**src/rtl/alu_ctrl_pkg.sv**
```systemverilog
// -----------------------------------------------------------------------------
// alu_ctrl_pkg
// Shared types and widths for the ALU system sequencer:
//   - state_e : main sequencer states (IDLE, EXEC, FLAG, DONE, STORE)
//   - cmd_t   : one accepted operation request as held in the command register
//   - width constants for selects, function code, data, flags and bytes
// -----------------------------------------------------------------------------
package alu_ctrl_pkg;

  localparam int SEL_W  = 2;   // MuxASel / MuxBSel / MuxCSel width
  localparam int FUN_W  = 5;   // FunSel width
  localparam int DATA_W = 32;  // ALUOut / res_data width
  localparam int FLAG_W = 4;   // Flags / res_flags width
  localparam int BYTE_W = 8;   // MuxCOut / byte_data width
  localparam int NB_W   = 2;   // bytes-to-stream-minus-one width

  typedef enum logic [2:0] {
    ST_IDLE  = 3'd0,
    ST_EXEC  = 3'd1,
    ST_FLAG  = 3'd2,
    ST_DONE  = 3'd3,
    ST_STORE = 3'd4
  } state_e;

  typedef struct packed {
    logic [SEL_W-1:0] src_a;
    logic [SEL_W-1:0] src_b;
    logic [FUN_W-1:0] fun;
    logic             wf;
    logic             store;
    logic [NB_W-1:0]  nbytes;
  } cmd_t;

  localparam cmd_t CMD_RESET = '0;

  // True when the byte at position idx is the final one of a (nbytes+1)-byte run.
  function automatic logic is_last_byte(input logic [NB_W-1:0] idx,
                                        input logic [NB_W-1:0] nbytes);
    return idx == nbytes;
  endfunction

endpackage

```
**src/rtl/alu_system_controller_serializer.sv**
```systemverilog
// -----------------------------------------------------------------------------
// alu_byte_serializer
// Walks the byte index of a captured result through 0..nbytes, one step per
// accepted byte, and flags the final byte.
// Ports:
//   clk, rst        clock, asynchronous active-low reset
//   start_i         one-cycle pulse from the sequencer that begins a run
//   nbytes_i        bytes-to-stream-minus-one, sampled on start_i
//   byte_ready_i    sink accepts the current byte
//   active_o        a byte is being offered
//   idx_o           current byte index (drives MuxCSel)
//   last_o          current byte is the final one
//   done_o          final byte accepted this cycle
// -----------------------------------------------------------------------------
module alu_byte_serializer
  import alu_ctrl_pkg::*;
(
  input  logic            clk,
  input  logic            rst,
  input  logic            start_i,
  input  logic [NB_W-1:0] nbytes_i,
  input  logic            byte_ready_i,
  output logic            active_o,
  output logic [NB_W-1:0] idx_o,
  output logic            last_o,
  output logic            done_o
);

  logic            active_q, active_d;
  logic [NB_W-1:0] idx_q, idx_d;
  logic [NB_W-1:0] nbytes_q, nbytes_d;
  logic            accept;

  assign accept   = active_q && byte_ready_i;
  assign active_o = active_q;
  assign idx_o    = idx_q;
  assign last_o   = active_q && is_last_byte(idx_q, nbytes_q);
  assign done_o   = accept && last_o;

  always_comb begin
    active_d = active_q;
    idx_d    = idx_q;
    nbytes_d = nbytes_q;
    if (start_i) begin
      active_d = 1'b1;
      idx_d    = '0;
      nbytes_d = nbytes_i;
    end else if (accept) begin
      if (last_o) begin
        // Return the index to 0 so MuxCSel rests at its idle value; this is
        // still a change caused by an accepted byte.
        active_d = 1'b0;
        idx_d    = '0;
      end else begin
        idx_d = idx_q + {{(NB_W-1){1'b0}}, 1'b1};
      end
    end
  end

  always_ff @(posedge clk or negedge rst) begin
    if (!rst) begin
      active_q <= 1'b0;
      idx_q    <= '0;
      nbytes_q <= '0;
    end else begin
      active_q <= active_d;
      idx_q    <= idx_d;
      nbytes_q <= nbytes_d;
    end
  end

endmodule

```
**src/rtl/alu_system_controller.sv**
```systemverilog
// -----------------------------------------------------------------------------
// alu_system_controller
// Sequencer for the ALU system datapath. Accepts one request at a time,
// drives the ALU selects for a single execute cycle, captures result and
// flags, then optionally streams the result LSB-first through MuxC.
// Ports:
//   clk, rst                         clock, asynchronous active-low reset
//   req_valid / req_ready            request handshake (ready only in IDLE)
//   req_src_a, req_src_b, req_fun,
//   req_wf, req_store, req_nbytes    request fields
//   MuxASel, MuxBSel, FunSel, WF,
//   MuxCSel                          controls to the ALU system
//   ALUOut, Flags, MuxCOut           observations from the ALU system
//   res_valid, res_data, res_flags   one-cycle result report
//   byte_valid / byte_ready,
//   byte_data, byte_last             byte stream to an 8-bit sink
// -----------------------------------------------------------------------------
module alu_system_controller
  import alu_ctrl_pkg::*;
(
  input  logic              clk,
  input  logic              rst,
  input  logic              req_valid,
  output logic              req_ready,
  input  logic [SEL_W-1:0]  req_src_a,
  input  logic [SEL_W-1:0]  req_src_b,
  input  logic [FUN_W-1:0]  req_fun,
  input  logic              req_wf,
  input  logic              req_store,
  input  logic [NB_W-1:0]   req_nbytes,
  output logic [SEL_W-1:0]  MuxASel,
  output logic [SEL_W-1:0]  MuxBSel,
  output logic [FUN_W-1:0]  FunSel,
  output logic              WF,
  output logic [SEL_W-1:0]  MuxCSel,
  input  logic [DATA_W-1:0] ALUOut,
  input  logic [FLAG_W-1:0] Flags,
  input  logic [BYTE_W-1:0] MuxCOut,
  output logic              res_valid,
  output logic [DATA_W-1:0] res_data,
  output logic [FLAG_W-1:0] res_flags,
  output logic              byte_valid,
  input  logic              byte_ready,
  output logic [BYTE_W-1:0] byte_data,
  output logic              byte_last
);

  state_e            state_q, state_d;
  cmd_t              cmd_q, cmd_d;
  logic [DATA_W-1:0] res_data_q, res_data_d;
  logic [FLAG_W-1:0] res_flags_q, res_flags_d;

  logic              ser_start;
  logic              ser_active;
  logic [NB_W-1:0]   ser_idx;
  logic              ser_last;
  logic              ser_done;

  // ---------------------------------------------------------------------------
  // Next-state logic
  // ---------------------------------------------------------------------------
  always_comb begin
    state_d     = state_q;
    cmd_d       = cmd_q;
    res_data_d  = res_data_q;
    res_flags_d = res_flags_q;
    ser_start   = 1'b0;
    unique case (state_q)
      ST_IDLE: begin
        if (req_valid) begin
          cmd_d.src_a  = req_src_a;
          cmd_d.src_b  = req_src_b;
          cmd_d.fun    = req_fun;
          cmd_d.wf     = req_wf;
          cmd_d.store  = req_store;
          cmd_d.nbytes = req_nbytes;
          state_d      = ST_EXEC;
        end
      end
      ST_EXEC: begin
        // The operands are still selected from the command register, so the
        // result is captured here and later operand writes cannot disturb it.
        res_data_d = ALUOut;
        state_d    = ST_FLAG;
      end
      ST_FLAG: begin
        // The ALU flag register was written at the end of EXEC.
        res_flags_d = Flags;
        state_d     = ST_DONE;
      end
      ST_DONE: begin
        if (cmd_q.store) begin
          ser_start = 1'b1;
          state_d   = ST_STORE;
        end else begin
          state_d = ST_IDLE;
        end
      end
      ST_STORE: begin
        if (ser_done) begin
          state_d = ST_IDLE;
        end
      end
      default: state_d = ST_IDLE;
    endcase
  end

  always_ff @(posedge clk or negedge rst) begin
    if (!rst) begin
      state_q     <= ST_IDLE;
      cmd_q       <= CMD_RESET;
      res_data_q  <= '0;
      res_flags_q <= '0;
    end else begin
      state_q     <= state_d;
      cmd_q       <= cmd_d;
      res_data_q  <= res_data_d;
      res_flags_q <= res_flags_d;
    end
  end

  // ---------------------------------------------------------------------------
  // Byte streaming
  // ---------------------------------------------------------------------------
  alu_byte_serializer u_serializer (
    .clk          (clk),
    .rst          (rst),
    .start_i      (ser_start),
    .nbytes_i     (cmd_q.nbytes),
    .byte_ready_i (byte_ready),
    .active_o     (ser_active),
    .idx_o        (ser_idx),
    .last_o       (ser_last),
    .done_o       (ser_done)
  );

  // ---------------------------------------------------------------------------
  // Outputs
  // ---------------------------------------------------------------------------
  assign req_ready  = (state_q == ST_IDLE);
  assign MuxASel    = cmd_q.src_a;
  assign MuxBSel    = cmd_q.src_b;
  assign FunSel     = cmd_q.fun;
  assign WF         = (state_q == ST_EXEC) && cmd_q.wf;
  assign res_valid  = (state_q == ST_DONE);
  assign res_data   = res_data_q;
  assign res_flags  = res_flags_q;
  assign MuxCSel    = ser_idx;
  assign byte_valid = ser_active && (state_q == ST_STORE);
  assign byte_last  = ser_last && (state_q == ST_STORE);
  // Combinational pass-through: stable while stalled because MuxCSel is held.
  assign byte_data  = MuxCOut;

endmodule

```
**config.mk**
```make
export PLATFORM = sky130hd
export DESIGN_NAME = alu_system_controller
export DESIGN_NICKNAME = d
export VERILOG_FILES = /design/src/rtl/alu_ctrl_pkg.sv /design/src/rtl/alu_system_controller_serializer.sv /design/src/rtl/alu_system_controller.sv
export SDC_FILE = /design/constraint.sdc
export NUM_CORES = 1
export LEC_CHECK = 0
export BUFFER_PORTS_ARGS = -buffer_cell sky130_fd_sc_hd__buf_2
export CAP_MARGIN = 20
export CORE_MARGIN = 4
export CORE_UTILIZATION = 40
export CTS_CLUSTER_SIZE = 14
export DETAILED_ROUTE_END_ITERATION = 16
export PLACE_DENSITY = 0.71
export RECOVER_POWER = 25
export SLEW_MARGIN = 20
export SYNTH_ARGS = -nofsm -noshare
export SYNTH_HDL_FRONTEND = slang
export SYNTH_HIERARCHICAL = 1
export SYNTH_SLANG_ARGS = --single-unit
```
**constraint.sdc**
```tcl
create_clock -name clk -period 4.15 [get_ports clk]
set_input_delay 0.6225 -clock clk [delete_from_list [all_inputs] [get_ports clk]]
set_output_delay 0.6225 -clock clk [all_outputs]
set_load 0.1 [all_outputs]
```
==> metrics.cfg, run 1 <==
[run_status]
status=complete, no violations

[routing]
dr.pass1.iters=3
vias_per_cell=4.729
final_antenna_net_count=0
first_iter_violations=36
wirelength_um=4630
wl_per_cell_um=13.66
vias=1603
remaining_drc_errors=0

[sta]
finalSetupViolations=0
skew_ps=6.462
min_period_over_period=0.5925
min_period_ps=2459
fmax_mhz=406.7
worst_pin_slew_ps=868.2
rsz0062_at_grt=no
drv_slew=0
final.setup.tns_ps=0
hold_violations=0
slew_headroom=0.4187

[synth]
synthesis.nets=227
synth_compound_area_frac=0.01433
synth_edf_count=0
synthCells=166
synth-simple-area-share=0.07318
synth.area.mux_share=0.2349
syn_area_sq_mm=0.002445
synth_seq_cells=57
yosysUniqueCellTypes=28
synthFlopType=dfrtp_1
yosysTopAreaCell=dfrtp_1
synth_xor_area_frac=0.01075
synth_top_family_by_area=multiplexers
synthAdderAreaFrac=0
async_flop_share=1.000
syn_avg_cell_area_sq_um=14.73
synth.top_cell.area_share=0.5834
yosysWarningCount=6
ys_seq_area_frac=0.5834
yosysMostFrequentCell=dfrtp_1
synthTopCellsByCount=dfrtp_1, mux2_2, buf_4, nor2_1, buf_6
ys_top_cells_by_area=dfrtp_1, mux2_2, buf_4, buf_6, mux2_1

[setup_path]
crit_path_end_kind=output port
slowest_stage=dfrtp_1
critical_path_class=reg -> out
critPathArrivalTime_ps=1840
reg2regPathDepth=2
worst-path-stages=5
required_ps=3530
slowest_delay_ps=450
critPathBufInv=1
crit_family=simple AND/OR/NAND/NOR gates
crit_chain=xor2_1, nor2_1, and2_2, and3_1, buf_2
critPathLaunchType=flop
crit_fanout=7

[floorplanning]
fp.dieArea_sq_mm=0.007427
num_rows=28
fp.coreArea_sq_mm=0.005921
die_h_um=86.18
initial_utilization=0.4129
io-pin-count=121
die_x_um=86.18

[global_route]
met2_usage=0.2200
met1_usage=0.1462
grt_use_total=0.1332
top_usage_layer=met2
grt_pass1_vias=1655
grt_pass1_wl_um=7590
grtUsageMet3=0.05418
grt_max_degree=58
antenna_found_initial=0
grt_overflow=0

[place]
gp_congestion=0.8097
numPortBuffers=104
place_inst=323
hpwl_um=3371

[final_layout]
fillers=543
areaGrowthSynthToFinish_pct=24.82
layout-drive-gt1-share=0.6629
fin_nets=320
layoutNonFillerInstCount=339
diodes=0

[clock_tree]
clock_latency_ps=320
ctsHoldBuffers=0
path_clk_slew_ps=60
cts_setup_buffers=0
cts_root_buf=clkbuf_8
cts_tree=done
cts_buffer_depth=2
numClockSinks=57
cts_resized=0
cts_buffers=9
htree_levels=3

[worst_hold_path]
hold_path.class=in -> async

[job]
cap_violations=0

==> state kept, by name, summed over array words and instances (netlist names) <==
name	flops
u_serializer/idx_o	2
u_serializer/active_o	1
u_serializer/nbytes_q	2
MuxBSel	2
res_flags	4
res_data	32
MuxASel	2
state_q	3
FunSel	5
cmd_q	4
==> metal layers <==
layer,share of wire,vias to the layer above
li1,-,750
met1,0.39,772
met2,0.49,73
met3,0.11,8
met4,0.016,0
met5,0,-
==> path summary, 6_finish.rpt <==
path | start | endpoint | slack (ps)
max in group asynchronous | rst | res_data[1]$_DFFE_PN0P_ | 3230
min reg2reg | res_data[21]$_DFFE_PN0P_ | res_data[21]$_DFFE_PN0P_ | 480
max reg2reg | state_q[0]$_DFFE_PN0P_ | FunSel[3]$_DFFE_PN0P_ | 2270
max | u_serializer/idx_o[0]$_DFFE_PN0P_ | byte_last | 1690
min | rst | u_serializer/idx_o[0]$_DFFE_PN0P_ | 430
min in group clk | res_data[21]$_DFFE_PN0P_ | res_data[21]$_DFFE_PN0P_ | 480
==> cells in the final DEF (no fill, tap or decap), drive strengths merged <==
master	instances
a31o	1
a31oi	2
and2	2
and3	3
and3b	1
and4b	1
buf	106
clkbuf	13
clkinv	3
dfrtp	57
inv	2
mux2	51
nand2	1
nand3	1
nor2	6
nor2b	1
nor3	3
nor3b	2
nor4b	1
o2111ai	1
o21ai	1
or3	1
or4b	1
xnor2	1
xor2	2
==> logic make-up (layout without fill, tap and decap cells) <==
group | count (synthesis) | after routing
flip-flops | 57 | 57
multiplexers | 51 | 51
buffers and inverters | 26 | 124
AND/OR/NAND/NOR | 24 | 24
AO/OA/AOI/OAI | 5 | 5
XOR/XNOR | 3 | 3
==> metrics by stage <==
stage	setup WS [ps]	instance area (sq um)	utilization	hold slack (ps)
6_report	1691	3052	0.5154	426.1
3_5_place_dp	2055	2878	0.4861	472.0
5_1_grt	1598	3052	0.5154	495.9
2_1_floorplan	930.1	2445	-	326.9
4_1_cts	1694	3052	0.5154	463.6
3_3_place_gp	2079	2878	0.4861	462.5
==> final cells by class <==
cell class	instances	area, sq um	area share
inverter	2	7.507	0.002460
timing repair buffer	106	535.5	0.1755
clock buffer	13	158.9	0.05207
multi-input combinational	83	814.5	0.2669
sequential	57	1426	0.4674
tap	75	93.84	0.03075
clock inverter	3	15.01	0.004920
Power of run 1 is left out: the tool's default activity adds up to more than one toggle a clock period on the data nets, which glitch-free logic cannot reach.
==> run 2: changes to the inputs <==
--- a/config.mk
+++ b/config.mk
@@ -5,13 +5,14 @@
 export SDC_FILE = /design/constraint.sdc
 export NUM_CORES = 1
 export LEC_CHECK = 0
+export ABC_AREA = 1
 export BUFFER_PORTS_ARGS = -buffer_cell sky130_fd_sc_hd__buf_2
 export CAP_MARGIN = 20
 export CORE_MARGIN = 4
 export CORE_UTILIZATION = 40
 export CTS_CLUSTER_SIZE = 14
 export DETAILED_ROUTE_END_ITERATION = 16
-export PLACE_DENSITY = 0.71
+export PLACE_DENSITY = 0.7
 export RECOVER_POWER = 25
 export SLEW_MARGIN = 20
 export SYNTH_ARGS = -nofsm -noshare
==> constraint.sdc (replaced) <==
create_clock -name clk -period 2.3 [get_ports clk]
set_input_delay 0.345 -clock clk [delete_from_list [all_inputs] [get_ports clk]]
set_output_delay 0.345 -clock clk [all_outputs]
set_load 0.1 [all_outputs]
==> run 2 against run 1 <==
Against the previous run: the flow now finishes with violations (max-capacitance violations, max-slew violations); cell count rose by 37%; final area rose by 7.0%; non-clock buffer count rose by 2; die area rose by 5.8%; sequential cell count did not move; via count rose by 28%; first-iteration DRC count fell by 5.6%; register-to-register slack got worse by 1600 ps; highest routed layer unchanged.
==> metrics.cfg, run 2 <==
[run_status]
status=finished, violations left
violations=max-capacitance violations, max-slew violations

[floorplanning]
initial_utilization=0.4097
io-pin-count=121
num_rows=29
die_x_um=88.64
fp.dieArea_sq_mm=0.007857
die_h_um=88.64
fp.coreArea_sq_mm=0.006350

[sta]
min_period_ps=2064
finalSetupViolations=0
rsz0062_at_grt=no
skew_ps=10.04
final.setup.tns_ps=0
slew_headroom=-0.07124
min_period_over_period=0.8973
hold_violations=0
fmax_mhz=484.5
worst_pin_slew_ps=1607
whs_ps=250.4
drv_slew=30

[setup_path]
critPathLaunchType=flop
critPathBufInv=3
critPathArrivalTime_ps=1720
required_ps=1960
crit_chain=nand2_1, nand2_1, nor2_2, inv_1, nor2_1, inv_1, nor2_2, buf_2
slowest_stage=dfrtp_1
crit_family=buffers and inverters
reg2regPathDepth=4
crit_fanout=6
reg2reg_setup_slack_ps=670
crit_path_end_kind=output port
critical_path_class=reg -> out
worst-path-stages=8
slowest_delay_ps=430

[global_route]
grt_pass1_vias=1893
grt_pass1_wl_um=8369
grt_use_total=0.1383
antenna_found_initial=0
grt_max_degree=35
grt_overflow=0

[final_layout]
diodes=0
layout-drive-gt1-share=0.3763
final_common_cell=buf_2
final_core_utilization=0.5143
areaGrowthSynthToFinish_pct=25.54
fin_nets=445
finalInstanceArea_sq_mm=0.003266
fillers=622
mostFrequentLayoutCells=buf_2, nand2_1, dfrtp_1
largest_reg_flops=32

[place]
numPortBuffers=104
dpl-instance-area_sq_mm=0.003072
hpwl_um=4020
gp_congestion=0.6890

[clock_tree]
path_clk_slew_ps=60
clock_latency_ps=320
cts_setup_buffers=0
ctsHoldBuffers=0
cts_tree=done
htree_levels=3
numClockSinks=57
cts_buffers=9
cts_buffer_depth=2
cts_resized=0
cts_root_buf=clkbuf_8

[synth]
synthCells=295
synth_edf_count=0
synthFlopType=dfrtp_1
yosysUniqueCellTypes=18
synthesis.nets=356
yosysTopAreaCell=dfrtp_1
syn_area_sq_mm=0.002601
async_flop_share=1.000
yosysWarningCount=6
synth_seq_cells=57
synthTopCellsByCount=nand2_1, dfrtp_1, inv_1, buf_4, o21ai_1
syn_avg_cell_area_sq_um=8.818
ys_top_cells_by_area=dfrtp_1, nand2_1, inv_1, buf_4, o21ai_2
synth.top_cell.area_share=0.5483
ys_seq_area_frac=0.5483
yosysMostFrequentCell=nand2_1

[worst_hold_path]
hold_path.class=in -> reg
hold_depth=3

[routing]
vias_per_cell=4.398
dr.pass1.iters=4
vias=2045
final_antenna_net_count=0
first_iter_violations=34
remaining_drc_errors=0
wirelength_um=5318
wl_per_cell_um=11.44

[job]
cap_violations=1

==> run 2: worst paths after layout <==
check / start / to
max reg2reg: state_q[0]$_DFFE_PN0P_ / MuxBSel[0]$_DFFE_PN0P_
min: ALUOut[1] / res_data[1]$_DFFE_PN0P_
min reg2reg: res_flags[0]$_DFFE_PN0N_ / res_flags[0]$_DFFE_PN0N_
max in group asynchronous: rst / res_data[9]$_DFFE_PN0P_
min in group asynchronous: rst / res_data[1]$_DFFE_PN0P_
max: u_serializer/idx_o[0]$_DFFE_PN0P_ / byte_last
==> run 2: kinds of logic after synthesis <==
kind of cell / Yosys count / synth area share
buf+inv: 78 / 0.1592
flops: 57 / 0.5483
compound gates: 34 / 0.08562
simple gates: 125 / 0.2035
xor+xnor: 1 / 0.003368
==> run 2: per-layer routing <==
layer / track usage / vias to the layer above / share of wire / wire [um]
li1: - / 1064 / - / -
met2: 0.2281 / 74 / 0.47 / 2497
met3: 0.04562 / 7 / 0.099 / 524
met4: 0.07005 / 0 / 0.012 / 66
met1: 0.1604 / 900 / 0.42 / 2229
met5: 0 / - / 0 / 0
==> run 2: worst register-to-register path, cell delays in order, from the launching register on <==
cell     delay, ps
dfrtp_1        410
nor2_1         380
nand3_1        470
nand2_1        190
nand2_1         70
==> run 2: area by class of cell <==
| type | count | area (sq um) | share of cell area |
|---|---|---|---|
| Clock buffer | 12 | 155.1 | 0.04751 |
| Clock inverter | 3 | 40.04 | 0.01226 |
| Inverter | 48 | 185.2 | 0.05671 |
| Multi-Input combinational cell | 160 | 770.7 | 0.2360 |
| Sequential cell | 57 | 1426 | 0.4368 |
| Tap cell | 77 | 96.34 | 0.02950 |
| Timing Repair Buffer | 108 | 591.8 | 0.1812 |
==> run 2: through the flow <==
| step | cells | setup WS, ps |
|---|---|---|
| 2_1_floorplan | 295 | -280.3 |
| 3_3_place_gp | 450 | 612.1 |
| 3_5_place_dp | 450 | 570.2 |
| 4_1_cts | 465 | 201.8 |
| 5_1_grt | 465 | 84.68 |
| 6_report | 465 | 236.2 |
Power of run 2 is left out for the same reason.
